$ cat src/rtl/prog_loader.sv
// Host-side program loader: streams external words into memory, holds the CPU
// until the load completes, and offers a handshaked readback of memory contents.
module prog_loader #(
  parameter int                ADDR_W   = 8,
  parameter int                DATA_W   = 16,
  parameter logic [DATA_W-1:0] HLT_WORD = 16'hE001
) (
  input  logic              clk,
  input  logic              rst,
  input  logic              ext_we,
  input  logic [DATA_W-1:0] ext_data,
  output logic              mem_we,
  output logic [ADDR_W-1:0] mem_addr,
  output logic [DATA_W-1:0] mem_wdata,
  input  logic [DATA_W-1:0] mem_rdata,
  output logic              cpu_hold,
  output logic              load_done,
  output logic [ADDR_W:0]   load_count,
  output logic              overflow,
  input  logic              rd_start,
  input  logic [ADDR_W-1:0] rd_base,
  input  logic [ADDR_W:0]   rd_len,
  output logic              dump_valid,
  output logic [DATA_W-1:0] dump_data,
  input  logic              dump_ready,
  output logic              busy
);

  typedef enum logic [2:0] {IDLE, LOAD, DONE, RD_ADDR, RD_WAIT, RD_OUT} state_e;

  localparam logic [ADDR_W:0] DEPTH = {1'b1, {ADDR_W{1'b0}}};
  localparam logic [ADDR_W:0] ONE   = {{ADDR_W{1'b0}}, 1'b1};

  state_e              state_q, state_d;
  logic [ADDR_W:0]     wr_ptr_q, wr_ptr_d;
  logic                halt_pend_q, halt_pend_d;
  logic                mem_we_q, mem_we_d;
  logic [ADDR_W-1:0]   mem_addr_q, mem_addr_d;
  logic [DATA_W-1:0]   mem_wdata_q, mem_wdata_d;
  logic                cpu_hold_q, cpu_hold_d;
  logic                load_done_q, load_done_d;
  logic                overflow_q, overflow_d;
  logic [ADDR_W-1:0]   rd_ptr_q, rd_ptr_d;
  logic [ADDR_W:0]     rem_q, rem_d;
  logic                dump_valid_q, dump_valid_d;
  logic [DATA_W-1:0]   dump_data_q, dump_data_d;
  logic                busy_q, busy_d;

  always_comb begin
    state_d      = state_q;
    wr_ptr_d     = wr_ptr_q;
    halt_pend_d  = halt_pend_q;
    mem_we_d     = 1'b0;
    mem_addr_d   = mem_addr_q;
    mem_wdata_d  = mem_wdata_q;
    cpu_hold_d   = cpu_hold_q;
    load_done_d  = load_done_q;
    overflow_d   = overflow_q;
    rd_ptr_d     = rd_ptr_q;
    rem_d        = rem_q;
    dump_valid_d = dump_valid_q;
    dump_data_d  = dump_data_q;
    case (state_q)
      IDLE, LOAD: begin
        // HLT is written first; the pending cycle keeps load_done one cycle
        // after the final write pulse, matching the gap-terminated case.
        if (state_q == LOAD && (halt_pend_q || !ext_we)) begin
          state_d     = DONE;
          halt_pend_d = 1'b0;
          load_done_d = 1'b1;
          cpu_hold_d  = 1'b0;
        end else if (ext_we) begin
          state_d = LOAD;
          if (wr_ptr_q < DEPTH) begin
            mem_we_d    = 1'b1;
            mem_addr_d  = wr_ptr_q[ADDR_W-1:0];
            mem_wdata_d = ext_data;
            wr_ptr_d    = wr_ptr_q + ONE;
          end else begin
            overflow_d = 1'b1;
          end
          if (ext_data == HLT_WORD) halt_pend_d = 1'b1;
        end
      end
      DONE: begin
        if (rd_start && rd_len != '0) begin
          rd_ptr_d   = rd_base;
          rem_d      = rd_len;
          mem_addr_d = rd_base;
          cpu_hold_d = 1'b1;
          state_d    = RD_ADDR;
        end
      end
      RD_ADDR: begin
        mem_addr_d = rd_ptr_q;
        state_d    = RD_WAIT;
      end
      RD_WAIT: begin
        dump_data_d  = mem_rdata;
        dump_valid_d = 1'b1;
        state_d      = RD_OUT;
      end
      RD_OUT: begin
        if (dump_ready) begin
          rd_ptr_d     = rd_ptr_q + ADDR_W'(1);
          rem_d        = rem_q - ONE;
          dump_valid_d = 1'b0;
          if (rem_q == ONE) begin
            cpu_hold_d = 1'b0;
            state_d    = DONE;
          end else begin
            // Present the next address early so the read data lands in RD_WAIT.
            mem_addr_d = rd_ptr_q + ADDR_W'(1);
            state_d    = RD_ADDR;
          end
        end
      end
      default: state_d = IDLE;
    endcase
    busy_d = (state_d inside {LOAD, RD_ADDR, RD_WAIT, RD_OUT});
  end

  always_ff @(posedge clk) begin
    if (rst) begin
      state_q      <= IDLE;
      wr_ptr_q     <= '0;
      halt_pend_q  <= 1'b0;
      mem_we_q     <= 1'b0;
      mem_addr_q   <= '0;
      mem_wdata_q  <= '0;
      cpu_hold_q   <= 1'b1;
      load_done_q  <= 1'b0;
      overflow_q   <= 1'b0;
      rd_ptr_q     <= '0;
      rem_q        <= '0;
      dump_valid_q <= 1'b0;
      dump_data_q  <= '0;
      busy_q       <= 1'b0;
    end else begin
      state_q      <= state_d;
      wr_ptr_q     <= wr_ptr_d;
      halt_pend_q  <= halt_pend_d;
      mem_we_q     <= mem_we_d;
      mem_addr_q   <= mem_addr_d;
      mem_wdata_q  <= mem_wdata_d;
      cpu_hold_q   <= cpu_hold_d;
      load_done_q  <= load_done_d;
      overflow_q   <= overflow_d;
      rd_ptr_q     <= rd_ptr_d;
      rem_q        <= rem_d;
      dump_valid_q <= dump_valid_d;
      dump_data_q  <= dump_data_d;
      busy_q       <= busy_d;
    end
  end

  assign mem_we     = mem_we_q;
  assign mem_addr   = mem_addr_q;
  assign mem_wdata  = mem_wdata_q;
  assign cpu_hold   = cpu_hold_q;
  assign load_done  = load_done_q;
  assign load_count = wr_ptr_q;
  assign overflow   = overflow_q;
  assign dump_valid = dump_valid_q;
  assign dump_data  = dump_data_q;
  assign busy       = busy_q;

endmodule

$ cat config.mk
export PLATFORM = sky130hd
export DESIGN_NAME = prog_loader
export DESIGN_NICKNAME = d
export VERILOG_FILES = /design/src/rtl/prog_loader.sv
export SDC_FILE = /design/constraint.sdc
export NUM_CORES = 1
export LEC_CHECK = 0
export ABC_AREA = 1
export CAP_MARGIN = 20
export CORE_MARGIN = 4
export CORE_UTILIZATION = 51
export DETAILED_ROUTE_END_ITERATION = 16
export PLACE_DENSITY = 0.85
export SYNTH_ARGS = -nofsm -noshare
export SYNTH_HDL_FRONTEND = slang
export SYNTH_SLANG_ARGS = --single-unit
export TNS_END_PERCENT = 20
$ cat constraint.sdc
create_clock -name clk -period 2.1 [get_ports clk]
set_input_delay 0.315 -clock clk [delete_from_list [all_inputs] [get_ports clk]]
set_output_delay 0.315 -clock clk [all_outputs]
set_load 0.01 [all_outputs]
==> results of run 1 <==
-- logic make-up (layout without fill, tap and decap cells) --
group	Yosys count	count (layout)
compound gates	81	81
xor+xnor	2	2
fa+ha+maj	4	4
buf+inv	67	179
flops	76	76
simple gates	332	332
-- power by group --
part	internal, mW	switching [mW]
clock	0.445	0.604
combinational	0.338	0.366
sequential	1.53	0.0652
total	2.31	1.04
-- tightest hold or removal path: cells and delay by family, from the launching register on --
kind | cells | cell delay (ps)
AO/OA/AOI/OAI | 1 | 60
buffers and inverters | 1 | 60
flip-flops | 1 | 300
-- stage by stage --
step	instances	setup slack [ps]	instance area, um^2
after floorplan	562	711	3700
after global placement	754	202	4870
after detailed placement	754	123	4870
after CTS	770	345	5050
after global routing	770	140	5050
final	770	332	5050
-- registers in the layout, indices dropped and copies added, names as in the netlist --
register / flops
dump_data: 16
state_q: 3
overflow: 1
cpu_hold: 1
load_done: 1
dump_valid: 1
load_count: 9
mem_we: 1
mem_addr: 8
rem_q: 9
mem_wdata: 16
busy: 1
halt_pend_q: 1
rd_ptr_q: 8
-- layout make-up --
cell class	count	area, um^2
timing repair buffer	115	1150
clock inverter	7	58.8
tap	96	120
sequential	76	1520
clock buffer	9	124
multi-input combinational	419	1900
fill	586	1860
inverter	48	180
-- placed cells by master, fill, tap and decap left out, types with 4 or more instances in the layout --
| master | instances |
|---|---|
| nand2_1 | 146 |
| nor2_1 | 122 |
| clkdlybuf4s50_1 | 108 |
| dfxtp_1 | 76 |
| o21ai_0 | 44 |
| inv_1 | 41 |
| nand3_1 | 35 |
| a21oi_1 | 25 |
| clkbuf_8 | 9 |
| inv_2 | 7 |
| buf_4 | 6 |
| nor3_1 | 4 |
| nand3_2 | 4 |
| nand4_1 | 4 |
| ha_1 | 4 |
-- how the worst max path moves through the flow --
stage	startpoint	endpoint	cells after the start
global route	state_q[2]	rem_q[1]	7
detailed placement	ext_we	mem_wdata[13]	7
floorplan	state_q[0]	busy	9
finish	state_q[2]	rem_q[2]	7
CTS	state_q[2]	rem_q[2]	7
global placement	ext_we	mem_wdata[8]	7
-- metal layers --
| layer | track usage [%] | part of all wire, % | up-vias |
|---|---|---|---|
| li1 | - | - | 2007 |
| met1 | 28.6 | 42 | 1779 |
| met2 | 42.2 | 49 | 151 |
| met3 | 6.68 | 7.7 | 24 |
| met4 | 9.77 | 2.2 | 0 |
| met5 | 0 | 0 | - |
==> metrics.txt, run 1 <==
status=complete, no violations; Global Route Usage Sum=24.4%; Setup Skew=9.75 ps; most frequent cell after synthesis=nand2_1; Clk Latency, worst-skew pair=350 ps; Num CTS Buffers=9; Total Nets Final=727; EDFF count, synth=0; vias in the first global route=3817; Worst EP required=2350 ps; max incr delay on CP=490 ps; H-tree depth=3; first-pass GRT wire length=17.3 mm; Post-Synth XOR/XNOR Area=0.473%; r2r endpoint=rem_q[2]; largest net degree at the start of global routing=45; Slew Viols, Final=0; Hold Crit Class=reg -> reg; n_diodes=0; largest family of logic cells by synthesized area=simple AND/OR/NAND/NOR gates; CP bufs+invs=2; Crit-path slowest cell=dfxtp_1; period utilization=84.2%; DR iter-0 viols=263; drt drc=0; clock buffer depth=2; DRT Pass-1 Iters=5; die area=8690 um^2; Final Wtd Congestion=1.00; Mean Syn Cell Area=6.59 um^2; Min Clock Period, post-route=1770 ps; utilization after layout=73.1%; Compound-Gate Fraction of Synth Area=11.7%; antenna violations before repair=0; share of the synthesized area in the top cell type=41.1%; crit path kind=reg -> reg; hold depth=2; WL/cell=13.4 um; Least-Margin Pin Slew=300 ps; area of the mapped netlist=3700 um^2; cts repair resizes=0; drt total wl=10.3 mm; Final Hold Fails=0; Worst Hold Path EP=halt_pend_q; Slew headroom=79.9%; CORE AREA=6910 um^2; Leak Pwr=2.16 nW; crit-path cells=nand3_4, inv_2, nand2_1, nand2_2, inv_2, nor2_1, nor2_1; Die Y=93.2 um; crit path capture type=register; post-synth top area cell=dfxtp_1; row cnt=30; Ports=109; R2R Path Start=state_q[2]; Seq/Total Area, Yosys=41.1%; CP Max Fanout=16; DR vias=3961; Synthesis Warnings=0; VDD IR max=0.000443 V; Synth top cells by count=nand2_1, nor2_1, dfxtp_1; Clock Root Buffer=clkbuf_8; Post-DRT Antenna Nets=0; Primary FF master, synth=dfxtp_1; Max-Cap Viols=0; final hold slack=463 ps; top cells by area, synth=dfxtp_1, nand2_1, nor2_1, o21ai_0, nand3_1; RSZ-0062 raised after global routing=no; hpwl dp=7.86 mm; Mapped Cells=562; FFs w/ async S/R, synth=0%; Pwr Density=663 nW/um^2; post-synthesis register bit count=76; adder-cell share of the synthesized area=1.35%; flop-to-flop setup slack=330 ps; Avg Vias per Cell=5.14; mux contribution to synthesized area=0%; Synth Area in Simple Gates=37.7%; synthesized netlist net count=620; Worst Path Arrival=2010 ps; critical path's top delay family=simple AND/OR/NAND/NOR gates; port buffer count=108; Setup TNS=0 ps; Yosys cell types=38; CTS tree=built; ratio of cells with drive above 1 in the final layout=6.53%; GRT overflow=0; Setup-failing EPs final=0; clk slew on worst S/H paths=90 ps; Post-CTS Setup Repair Bufs=0; Syn-to-layout area delta=36.3%; worst r2r path cells=7; maximum clock frequency=0.566 GHz; Power, Total=3.35 mW; Sink Count=76; Critical Path Start Type=register; die width=93.2 um; Initial Util=53.6%; hold wc startpoint=halt_pend_q; Hold-fix buffers, CTS=0
(Power assumes the default switching activity.)
==> inputs of run 2 (changes only) <==
--- a/config.mk
+++ b/config.mk
@@ -8,9 +8,9 @@
 export ABC_AREA = 1
 export CAP_MARGIN = 20
 export CORE_MARGIN = 4
-export CORE_UTILIZATION = 51
+export CORE_UTILIZATION = 43
 export DETAILED_ROUTE_END_ITERATION = 16
-export PLACE_DENSITY = 0.85
+export PLACE_DENSITY = 0.77
 export SYNTH_ARGS = -nofsm -noshare
 export SYNTH_HDL_FRONTEND = slang
 export SYNTH_SLANG_ARGS = --single-unit
==> constraint.sdc (replaced) <==
create_clock -name clk -period 1.55 [get_ports clk]
set_input_delay 0.2325 -clock clk [delete_from_list [all_inputs] [get_ports clk]]
set_output_delay 0.2325 -clock clk [all_outputs]
set_load 0.01 [all_outputs]
==> run 2 against run 1 <==
Effect of this change: sequential power rose by 36%; hold slack got worse by 19 ps; critical path depth fell by 6; core utilization fell by 6.5 points; sequential share of layout area fell by 2.3 points; clock-buffer cell count did not move; sequential cell count did not move; critical path type is now reg -> out.
==> metrics.txt, run 2 (synthesis gave the netlist of run 1 again) <==
status=complete, no violations; CP bufs+invs=1 (-1); Hold-fix buffers, CTS=0 (unchanged); Critical Path Start Type=register; Worst EP required=1320 ps (-1030 ps); die width=101 um (+8.1%); Sink Count=76 (unchanged); port buffer count=108 (unchanged); crit-path cells=clkdlybuf4s50_1; Syn-to-layout area delta=49.2%; critical path's top delay family=buffers and inverters; H-tree depth=3 (unchanged); Initial Util=44.6% (-9.0 points); Hold Crit Class=in -> reg; CP Max Fanout=2 (-14); Min Clock Period, post-route=1490 ps; crit path kind=reg -> out; crit path capture type=primary output; largest net degree at the start of global routing=51 (+13%); Slew headroom=80.9% (+1.0 points); Total Nets Final=769 (+5.8%); Setup Skew=11.3 ps (+1.51 ps); n_diodes=0 (unchanged); Max-Cap Viols=0 (unchanged); first-pass GRT wire length=17.7 mm (+2.9%); Least-Margin Pin Slew=286 ps (-14.4 ps); CORE AREA=8300 um^2 (+20%); most common cell after layout, fill and taps aside=nand2_1; Crit-path slowest cell=clkdlybuf4s50_1; Die Y=101 um (+8.1%); Final Wtd Congestion=0.928 (-7.4%); # fillers=734 (+25%); hpwl dp=7.85 mm (-0.21%); Clk Latency, worst-skew pair=360 ps (about the same); Place WS=-224 ps (-347 ps); WL/cell=13.5 um (+0.57%); Ports=109 (unchanged); ratio of cells with drive above 1 in the final layout=16.6% (+10 points); Clock Root Buffer=clkbuf_8; clock buffer depth=2 (unchanged); Leak Pwr=2.62 nW (+22%); commonest non-fill, non-tap cells in the layout=nand2_1, nor2_1, clkdlybuf4s50_1; GRT overflow=0 (unchanged); Avg Vias per Cell=5.00 (-2.7%); antenna violations before repair=0 (unchanged); CTS tree=built; Slew Viols, Final=0 (unchanged); Post-DRT Antenna Nets=0 (unchanged); Pwr Density=847 nW/um^2 (+28%); DRT Pass-1 Iters=4 (-1); Final Hold Fails=0 (unchanged); Num CTS Buffers=9 (unchanged); die area=10200 um^2 (+17%); period utilization=96.0%; drt total wl=11.1 mm (+7.2%); row cnt=33 (+10%); Power, Total=4.68 mW (+40%); Setup-failing EPs final=0 (unchanged); drt drc=0 (unchanged); DR iter-0 viols=257 (-2.3%); max incr delay on CP=560 ps (+70 ps); clk slew on worst S/H paths=90 ps (about the same); DR vias=4109 (+3.7%); vias in the first global route=4001 (+4.8%); Worst Path Arrival=1260 ps (-750 ps); setup slack after layout=61.5 ps (-271 ps); maximum clock frequency=0.672 GHz; VDD IR max=0.000625 V (+41%); Global Route Usage Sum=21.5% (-2.9 points)
## run 2: changes by cell type in the layout (fill, tap and decap cells not counted), sizes merged
cell	change
buf	+41
clkdlybuf4s50	-16
dlymetal6s2s	+13
dlygate4sd2	+3
clkinvlp	-1
inv	+1
nand2	+1
## run 2: cell type report
| type | count | area, um^2 | share of cell area (%) |
|---|---|---|---|
| Clock buffer | 9 | 124 | 2.24 |
| Tap cell | 105 | 131 | 2.38 |
| Clock inverter | 7 | 58.8 | 1.06 |
| Inverter | 48 | 183 | 3.31 |
| Multi-Input combinational cell | 420 | 1980 | 35.8 |
| Sequential cell | 76 | 1540 | 27.9 |
| Timing Repair Buffer | 156 | 1510 | 27.4 |
## run 2: path summary, 6_finish.rpt
check | startpoint | to | slack [ps] | cells after the start
worst max register to register | rem_q[1] | mem_addr[4] | 70 | 11
worst min-delay path | ext_data[11] | mem_wdata[11] | 440 | 3
worst max-delay path | mem_wdata[1] | mem_wdata[1] | 60 | 1
worst min register to register | mem_wdata[7] | mem_wdata[7] | 470 | 2
## run 2: stage by stage
| step | hold WS (ps) | setup TNS [ps] | cell area, um^2 | cells | util (%) |
|---|---|---|---|---|---|
| final | 445 | 0 | 5530 | 821 | 66.6 |
| after global routing | 446 | -19.7 | 5530 | 821 | 66.6 |
| after CTS | 442 | -4.09 | 5380 | 817 | 64.9 |
| after detailed placement | 458 | -8530 | 5190 | 801 | 62.5 |
| after global placement | 446 | -6690 | 5190 | 801 | 62.5 |
| after floorplan | 375 | 0 | 3700 | 562 | - |
## run 2: metal layers
metal	GRT usage (%)	share of wire (%)
met1	26.5	43
met2	36.6	49
met3	5.19	6.6
met4	7.36	1.5
met5	0	0
## run 2: timing repair
item | in CTS | in global routing
gates cloned | 0 | 1
buffers inserted | 0 | 3
pin swaps | 0 | 9
setup endpoints to repair | 16 | 60
gates resized for setup | 12 | 45
## run 2: where the power goes
group          internal [mW]  switching, mW
logic                  0.553          0.543
registers               2.07         0.0863
clock network          0.609          0.817
total                   3.23           1.45
==> inputs of run 3 (changes only) <==
--- a/config.mk
+++ b/config.mk
@@ -6,7 +6,7 @@
 export NUM_CORES = 1
 export LEC_CHECK = 0
 export ABC_AREA = 1
-export CAP_MARGIN = 20
+export CAP_MARGIN = 15
 export CORE_MARGIN = 4
 export CORE_UTILIZATION = 43
 export DETAILED_ROUTE_END_ITERATION = 16
==> results of run 3 <==
Same layout as run 2: the final DEF is identical, and so are final timing and power.
